===== src/rtl/id_stage_buffer_if.sv =====
// Fetch-to-decode handshake bundle for id_stage_buffer: upstream valid/ready
// with instruction+PC, downstream valid/ready with split instruction fields.
interface id_stage_buffer_if #(
  parameter int PC_W  = 32,
  parameter int CNT_W = 16
);
  logic             in_valid;
  logic             in_ready;
  logic [31:0]      in_instr;
  logic [PC_W-1:0]  in_pc;
  logic             out_valid;
  logic             out_ready;
  logic [PC_W-1:0]  out_pc;
  logic [5:0]       out_opcode;
  logic [4:0]       out_rs;
  logic [4:0]       out_rt;
  logic [4:0]       out_rd;
  logic [4:0]       out_shamt;
  logic [5:0]       out_funct;
  logic [15:0]      out_imm16;
  logic [25:0]      out_target;
  logic [1:0]       out_type;
  logic [CNT_W-1:0] out_count;

  modport slave (
    input  in_valid, in_instr, in_pc, out_ready,
    output in_ready, out_valid, out_pc, out_opcode, out_rs, out_rt, out_rd,
           out_shamt, out_funct, out_imm16, out_target, out_type, out_count
  );

  modport master (
    output in_valid, in_instr, in_pc, out_ready,
    input  in_ready, out_valid, out_pc, out_opcode, out_rs, out_rt, out_rd,
           out_shamt, out_funct, out_imm16, out_target, out_type, out_count
  );
endinterface


===== src/rtl/id_stage_buffer.sv =====
// Decode-stage 2-entry skid buffer: absorbs one stall cycle from decode, supports
// branch flush, and presents the head instruction already split into MIPS fields.
module id_stage_buffer #(
  parameter int PC_W  = 32,
  parameter int CNT_W = 16
) (
  input logic               clk,
  input logic               reset,
  input logic               flush,
  id_stage_buffer_if.slave  bus
);
  typedef enum logic [1:0] {EMPTY, ONE, FULL} state_t;

  state_t           state, state_n;
  logic [31:0]      head_instr, skid_instr, head_vis;
  logic [PC_W-1:0]  head_pc, skid_pc;
  logic [CNT_W-1:0] count;
  logic             push, pop, head_load, head_shift, skid_load;

  function automatic logic [1:0] instr_type(input logic [5:0] op);
    if (op == 6'd0)
      instr_type = 2'b00;
    else if (op == 6'd2 || op == 6'd3)
      instr_type = 2'b10;
    else
      instr_type = 2'b01;
  endfunction

  // ready depends on state alone so fetch never sees a combinational path from decode
  assign bus.in_ready  = (state != FULL);
  assign bus.out_valid = (state != EMPTY);
  assign push = bus.in_valid & bus.in_ready;
  assign pop  = bus.out_valid & bus.out_ready;

  always_comb begin
    state_n    = state;
    head_load  = 1'b0;
    head_shift = 1'b0;
    skid_load  = 1'b0;
    unique case (state)
      EMPTY: if (push) begin
        head_load = 1'b1;
        state_n   = ONE;
      end
      ONE: begin
        if (push && pop) begin
          head_load = 1'b1;
        end else if (push) begin
          skid_load = 1'b1;
          state_n   = FULL;
        end else if (pop) begin
          state_n = EMPTY;
        end
      end
      FULL: if (pop) begin
        head_shift = 1'b1;
        state_n    = ONE;
      end
      default: state_n = EMPTY;
    endcase
    if (flush) begin
      state_n    = EMPTY;
      head_load  = 1'b0;
      head_shift = 1'b0;
      skid_load  = 1'b0;
    end
  end

  always_ff @(posedge clk) begin
    if (reset)
      state <= EMPTY;
    else
      state <= state_n;
  end

  // storage stage: head/skid registers
  always_ff @(posedge clk) begin
    if (reset) begin
      head_instr <= '0;
      head_pc    <= '0;
      skid_instr <= '0;
      skid_pc    <= '0;
    end else begin
      if (head_load) begin
        head_instr <= bus.in_instr;
        head_pc    <= bus.in_pc;
      end else if (head_shift) begin
        head_instr <= skid_instr;
        head_pc    <= skid_pc;
      end
      if (skid_load) begin
        skid_instr <= bus.in_instr;
        skid_pc    <= bus.in_pc;
      end else if (head_shift) begin
        skid_instr <= '0;
        skid_pc    <= '0;
      end
    end
  end

  // a pop coinciding with flush is discarded, so it is not counted
  always_ff @(posedge clk) begin
    if (reset)
      count <= '0;
    else if (pop && !flush)
      count <= count + 1'b1;
  end

  // output stage: field slices of the masked head entry
  assign head_vis       = bus.out_valid ? head_instr : 32'd0;
  assign bus.out_pc     = bus.out_valid ? head_pc : '0;
  assign bus.out_opcode = head_vis[31:26];
  assign bus.out_rs     = head_vis[25:21];
  assign bus.out_rt     = head_vis[20:16];
  assign bus.out_rd     = head_vis[15:11];
  assign bus.out_shamt  = head_vis[10:6];
  assign bus.out_funct  = head_vis[5:0];
  assign bus.out_imm16  = head_vis[15:0];
  assign bus.out_target = head_vis[25:0];
  assign bus.out_type   = instr_type(head_vis[31:26]);
  assign bus.out_count  = count;
endmodule


===== src/flat_wrapper.sv =====
// flat-port wrapper written by rule: the top's interface ports become plain ports
module id_stage_buffer_flat 
#(
  parameter int PC_W  = 32,
  parameter int CNT_W = 16
)
  (clk, reset, flush, bus_in_valid, bus_in_instr, bus_in_pc, bus_out_ready, bus_in_ready, bus_out_valid, bus_out_pc, bus_out_opcode, bus_out_rs, bus_out_rt, bus_out_rd, bus_out_shamt, bus_out_funct, bus_out_imm16, bus_out_target, bus_out_type, bus_out_count);
  id_stage_buffer_if #(.PC_W(PC_W), .CNT_W(CNT_W)) bus_i ();
  input logic clk;
  input logic reset;
  input logic flush;
  input wire logic [$bits(bus_i.in_valid)-1:0] bus_in_valid;
  input wire logic [$bits(bus_i.in_instr)-1:0] bus_in_instr;
  input wire logic [$bits(bus_i.in_pc)-1:0] bus_in_pc;
  input wire logic [$bits(bus_i.out_ready)-1:0] bus_out_ready;
  output wire logic [$bits(bus_i.in_ready)-1:0] bus_in_ready;
  output wire logic [$bits(bus_i.out_valid)-1:0] bus_out_valid;
  output wire logic [$bits(bus_i.out_pc)-1:0] bus_out_pc;
  output wire logic [$bits(bus_i.out_opcode)-1:0] bus_out_opcode;
  output wire logic [$bits(bus_i.out_rs)-1:0] bus_out_rs;
  output wire logic [$bits(bus_i.out_rt)-1:0] bus_out_rt;
  output wire logic [$bits(bus_i.out_rd)-1:0] bus_out_rd;
  output wire logic [$bits(bus_i.out_shamt)-1:0] bus_out_shamt;
  output wire logic [$bits(bus_i.out_funct)-1:0] bus_out_funct;
  output wire logic [$bits(bus_i.out_imm16)-1:0] bus_out_imm16;
  output wire logic [$bits(bus_i.out_target)-1:0] bus_out_target;
  output wire logic [$bits(bus_i.out_type)-1:0] bus_out_type;
  output wire logic [$bits(bus_i.out_count)-1:0] bus_out_count;
  assign bus_i.in_valid = bus_in_valid;
  assign bus_i.in_instr = bus_in_instr;
  assign bus_i.in_pc = bus_in_pc;
  assign bus_i.out_ready = bus_out_ready;
  assign bus_in_ready = bus_i.in_ready;
  assign bus_out_valid = bus_i.out_valid;
  assign bus_out_pc = bus_i.out_pc;
  assign bus_out_opcode = bus_i.out_opcode;
  assign bus_out_rs = bus_i.out_rs;
  assign bus_out_rt = bus_i.out_rt;
  assign bus_out_rd = bus_i.out_rd;
  assign bus_out_shamt = bus_i.out_shamt;
  assign bus_out_funct = bus_i.out_funct;
  assign bus_out_imm16 = bus_i.out_imm16;
  assign bus_out_target = bus_i.out_target;
  assign bus_out_type = bus_i.out_type;
  assign bus_out_count = bus_i.out_count;
  id_stage_buffer #(.PC_W(PC_W), .CNT_W(CNT_W)) u_core (.clk(clk), .reset(reset), .flush(flush), .bus(bus_i));
endmodule

===== config.mk =====
export PLATFORM = sky130hd
export DESIGN_NAME = id_stage_buffer_flat
export DESIGN_NICKNAME = d
export VERILOG_FILES = /design/src/rtl/id_stage_buffer_if.sv /design/src/rtl/id_stage_buffer.sv /design/src/flat_wrapper.sv
export SDC_FILE = /design/constraint.sdc
export NUM_CORES = 1
export LEC_CHECK = 0
export BUFFER_PORTS_ARGS = -buffer_cell sky130_fd_sc_hd__buf_2
export CORE_MARGIN = 2
export CORE_UTILIZATION = 55
export CTS_CLUSTER_SIZE = 16
export DETAILED_ROUTE_END_ITERATION = 12
export PLACE_DENSITY_LB_ADDON = 0.1
export SYNTH_ARGS = -nofsm -noshare
export SYNTH_HDL_FRONTEND = slang
export SYNTH_SLANG_ARGS = --single-unit

===== constraint.sdc =====
create_clock -name clk -period 3.1 [get_ports clk]
set_input_delay 0.62 -clock clk [delete_from_list [all_inputs] [get_ports clk]]
set_output_delay 0.62 -clock clk [all_outputs]
set_load 0.01 [all_outputs]

== Word level (Yosys, flattened, before mapping) ==
Cells that the tools add are included.

* Input port bits: 69
* Register bits: 146
* Output and inout bits: 126

* Add/sub/neg operators: 1
* Bitwise logic cells: 2
* Reduce and logical (&&, ||, !) cells: 11
* Equal/unequal tests: 9
* Mux-type cells: 27

{| class="wikitable"
|+ Operator list
! cell !! count
|-
| 32-bit two-way mux || 9
|-
| 16-bit by 1-bit adder with 16-bit output (second input constant) || 1
|-
| 2-bit two-way mux || 7
|-
| 6-bit by 2-bit equality test with 1-bit output (second input constant) || 2
|-
| 1-bit two-way mux || 9
|-
| 6-bit logical NOT || 1
|-
| 2-bit case mux with 3 select lines || 1
|-
| 2-bit nonzero test || 3
|-
| 2-bit by 1-bit != test with 1-bit output (second input constant) || 2
|-
| 2-bit != test (second input constant) || 2
|-
| 4-bit AND reduction || 1
|-
| 3-bit by 1-bit != test with 1-bit output (second input constant) || 1
|-
| 1-bit bitwise AND || 2
|-
| 2-bit by 1-bit equality test with 1-bit output (second input constant) || 1
|-
| 2-bit equality test (second input constant) || 1
|-
| 1-bit logical AND || 2
|-
| 2-bit logical NOT || 1
|-
| 1-bit case mux with 2 select lines || 1
|-
| 2-bit OR reduction || 1
|-
| 1-bit logical NOT || 1
|-
| 1-bit logical OR || 1
|}

== Depth between registers and ports, before layout ==
* Word-level depth: 7
* Gate-level depth with buffers: 6
* Mapped depth without buffers: 5

== Least setup slack after synthesis ==
OpenSTA, ideal clock, no wires.

* Path kind: reg-to-output
* Start: register u_core.state[1]
* End: output port bus_out_type[0]
* Data required time: 2480 ps
* Arrival: 1621 ps
* Slack: 859 ps
* Stages on the path, launching flop included: 7
* Path through: dfxtp_1 -> nor2_2 -> inv_1 -> buf_6 -> and2_1 -> or4_4 -> a21o_1

* Word-level cells in the longest chain between the ends: 6
* Elaborated cells between the ends (all ways): 8
* Classes of those cells: eq/ne (2); mux (3); reduce/logical (3)

{| class="wikitable"
|+ RTL lines
! item !! line !! text
|-
| start, declared || id_stage_buffer.sv:14 || <nowiki>state_t state, state_n;</nowiki>
|-
| start signal, assigned || id_stage_buffer.sv:73 || <nowiki>state <= state_n;</nowiki>
|-
| 2-bit nonzero test (*) || id_stage_buffer.sv:31 || <nowiki>assign bus.out_valid = (state != EMPTY);</nowiki>
|-
| 32-bit two-way mux (*) || id_stage_buffer.sv:110 || <nowiki>assign head_vis = bus.out_valid ? head_instr : 32'd0;</nowiki>
|-
| net bus_out_opcode[2] || flat_wrapper.sv:19 || <nowiki>output wire logic [$bits(bus_i.out_opcode)-1:0] bus_out_opcode;</nowiki>
|-
| 6-bit by 2-bit equality test with 1-bit output || id_stage_buffer.sv:23 || <nowiki>else if (op == 6'd2 || op == 6'd3)</nowiki>
|-
| 1-bit logical OR || id_stage_buffer.sv:23 ||
|-
| 2-bit two-way mux || id_stage_buffer.sv:23 ||
|-
| 2-bit two-way mux (*) || id_stage_buffer.sv:21 || <nowiki>if (op == 6'd0)</nowiki>
|-
| end, declared || flat_wrapper.sv:27 || <nowiki>output wire logic [$bits(bus_i.out_type)-1:0] bus_out_type;</nowiki>
|}

Mark *: on every way through the listed nets, which the timed path passes. The rest lies on a longest branch.

== Worst setup path in the final report ==
* Start: register u_core.state[1]
* End: output port bus_out_type[0]

* Word-level cells in the longest chain between the ends: 6
* Elaborated cells between the ends (all ways): 8
* Classes of those cells: eq/ne (2); mux (3); reduce/logical (3)

{| class="wikitable"
|+ RTL lines
! item !! line
|-
| 2-bit nonzero test (*) || id_stage_buffer.sv:31
|-
| 32-bit two-way mux (*) || id_stage_buffer.sv:110
|-
| 6-bit by 2-bit equality test with 1-bit output || id_stage_buffer.sv:23
|-
| 1-bit logical OR || id_stage_buffer.sv:23
|-
| 2-bit two-way mux || id_stage_buffer.sv:23
|-
| 2-bit two-way mux (*) || id_stage_buffer.sv:21
|}

Mark *: on every way between the ends. The rest lies on a longest branch, timed or not.

==> out/metrics.cfg <==
[outcome]
status = finished clean

[sta]
whs_ns = 0.433
timing.slew.headroom_pct = 56.4
drv_slew = 0
fin_tns_setup_ns = 0
finalHoldViolCount = 0
post-route-min-period_ns = 2.87
max_freq_mhz = 349
skew_ns = 0.00757
rsz0062_at_grt = no
timing.final.crit_share_pct = 92.5
worstMarginPinSlew_ns = 0.654
setup_viol = 0

[global_routing]
grt_pass1_wl_um = 26000
grtUsageTotal_pct = 22.9
grt_max_degree = 129
grt_antenna_before_repair = 1
grt_pass1_vias = 5492
grt_overflow = 0

[place]
place_congestion = 0.771
hpwl_um = 10200
dpl-instance-area_sq_mm = 0.00784
port-buffer-count = 194

[setup_path]
cp.arrival_ns = 2.25
cp-end-kind = primary output
crit_required_ns = 2.48
reg2reg_to = u_core.bus.out_count[15]
reg2reg_from = u_core.bus.out_count[3]
start_kind = register
ff2ff_path_depth = 4
path_class = register to primary output
cp_max_fo = 8
regToRegSetupSlack_ns = 1.14

[detailed_routing]
wl_met2_um = 7790
avgViaCountPerCell = 5.30
vias = 5773
wl_per_cell_um = 14.6
met3WireLength_um = 887
wl_met1_um = 6820
top_layer = met4
ant_nets = 0
drc = 0
dr.pass1.iters = 4
totalWireLength_um = 15900
first_iter_violations = 225

[synthesis]
synth_edf_count = 0
synthTopCellsByCount = 146 x dfxtp_1, 140 x nor2_1, 128 x mux2i_1
syn-instance-count = 783
yosysWarnings = 0
yosysSeqAreaShare_pct = 41.1
async_reset_ff_share_pct = 0
synth-main-ff-cell = dfxtp_1
synth_most_common_cell = dfxtp_1
synth_top_area_share_pct = 41.1
synth.area.top_cells = dfxtp_1 41%, mux2i_1 18%, nor2_1 7.4%
synth-seq-cells = 146
postSynthAreaPerCell_sq_um = 9.08
ys_types = 42
synth_nets = 853
synth_top_area_cell = dfxtp_1
syn-cell-area_sq_mm = 0.00711

[final_layout]
drive_gt1_share_pct = 26.0
syn2layout_area_growth_pct = 17.8
stdcell_area_sq_mm = 0.00838
nFillCells = 1066
final_nets = 973

[clock_tree]
cts_tree = yes
clk_latency_ns = 0.42
postCtsHoldBufs = 0
cts.htree.levels = 4
cts_buffers = 17
cts.sinks = 146
cts_root_buf = clkbuf_16
clkSlewWorstSetupHoldPaths_ns = 0.06
cts_resized = 0
clockBufferDepth = 2
post_cts_buffers = 0

[die]
dieArea_sq_mm = 0.0139
rows = 41
start_util_pct = 56.3
core_sq_mm = 0.0126
io_pins = 195
die_h_um = 118
fp.dieW_um = 118

[pwr]
p_per_area_mw_per_mm2 = 499
cellLeakagePower_nw = 4.10
ir_worst_vdd_mv = 0.377

[hold_path]
hold_class = input port to register
hold_depth = 2
hp-start = flush
worstHoldEndpoint = u_core.state[0]

[flow_run]
drv_cap = 0

## layout make-up
type                       instances  area (sq um)  share of cell area, %
clock inverter                     6          55.1                  0.657
timing repair buffer             203          1090                   13.0
multi-input combinational        530          3590                   42.9
sequential                       146          2920                   34.9
inverter                           5          18.8                  0.224
clock buffer                      26           479                   5.72
antenna                            1          2.50                 0.0299
tap                              172           215                   2.57
## power breakdown
group / total (W) / internal (W) / leakage (nW) / switching (W)
clock: 0.00187 / 0.00114 / 0.266 / 0.000730
combinational: 0.000333 / 0.000141 / 2.65 / 0.000191
sequential: 0.00198 / 0.00194 / 1.19 / 0.0000337
## how the worst max path moves through the flow
stage,start,to,slack [ns],cells after the start
6_report,u_core.state[1],bus_out_type[0],0.23,6
3_5_place_dp,u_core.state[1],bus_out_type[0],0.68,6
2_1_floorplan,u_core.state[1],bus_out_type[0],0.86,6
4_1_cts,u_core.state[1],bus_out_type[0],0.24,6
5_1_grt,u_core.state[1],bus_out_type[0],0.12,6
3_3_place_gp,u_core.state[1],bus_out_type[0],0.73,6
## layout by cell type (no fill, tap or decap), types with 2 or more instances in the layout
master / instances
buf_12: 4
mux2_2: 2
a211oi_1: 64
or4_1: 4
or3_1: 2
nand3_1: 5
xnor2_1: 4
xor2_1: 4
o21ai_0: 2
nor2_1: 140
buf_2: 193
clkbuf_1: 7
nor3b_1: 2
clkbuf_8: 2
and2_1: 62
a21oi_1: 8
nand2_1: 7
dfxtp_1: 146
nor2b_1: 66
clkbuf_16: 17
mux2i_1: 128
o31ai_1: 4
inv_1: 5
buf_4: 6
nand4_1: 3
nor4b_1: 2
clkinv_2: 5
nor4_1: 3
## flip-flops by register name (all words and copies together) (netlist names)
register and count:
u_core.state 2, u_core.head_pc 32, u_core.skid_instr 32, u_core.head_instr 32, u_core.skid_pc 32, u_core.bus.out_count 16
## worst max-delay path: stages (launching register included)
cell     delay [ns]
dfxtp_1        0.37
nor2_2         0.28
inv_1          0.15
and2_1         0.20
or4_4          0.54
a21o_1         0.17
buf_2          0.13
## metal layers
metal / vias to the layer above / track usage, %
met1: 2722 / 27.2
met4: 0 / 9.49
li1: 2861 / -
met2: 164 / 38.6
met3: 26 / 6.59
met5: - / 0
## cell families after synthesis
family	after synthesis	share of synthesized area [%]
adder cells (fa/ha/maj)	1	0.176
flip-flops	146	41.1
XOR/XNOR	8	0.985
multiplexers	130	18.3
AO/OA/AOI/OAI	83	8.41
buffers and inverters	107	8.59
AND/OR/NAND/NOR	308	22.4
## metrics by stage
stage	total power [W]	std cells	util (%)	setup slack, ns
6_report	0.00418	1089	66.4	0.233
5_1_grt	0.00435	1089	66.4	0.116
4_1_cts	0.00422	1088	66.3	0.238
3_5_place_dp	0.00235	1056	62.1	0.683
3_3_place_gp	0.00233	1056	62.1	0.734
2_1_floorplan	0.00223	783	-	0.859
No activity file was read; power rests on OpenSTA's default activity.
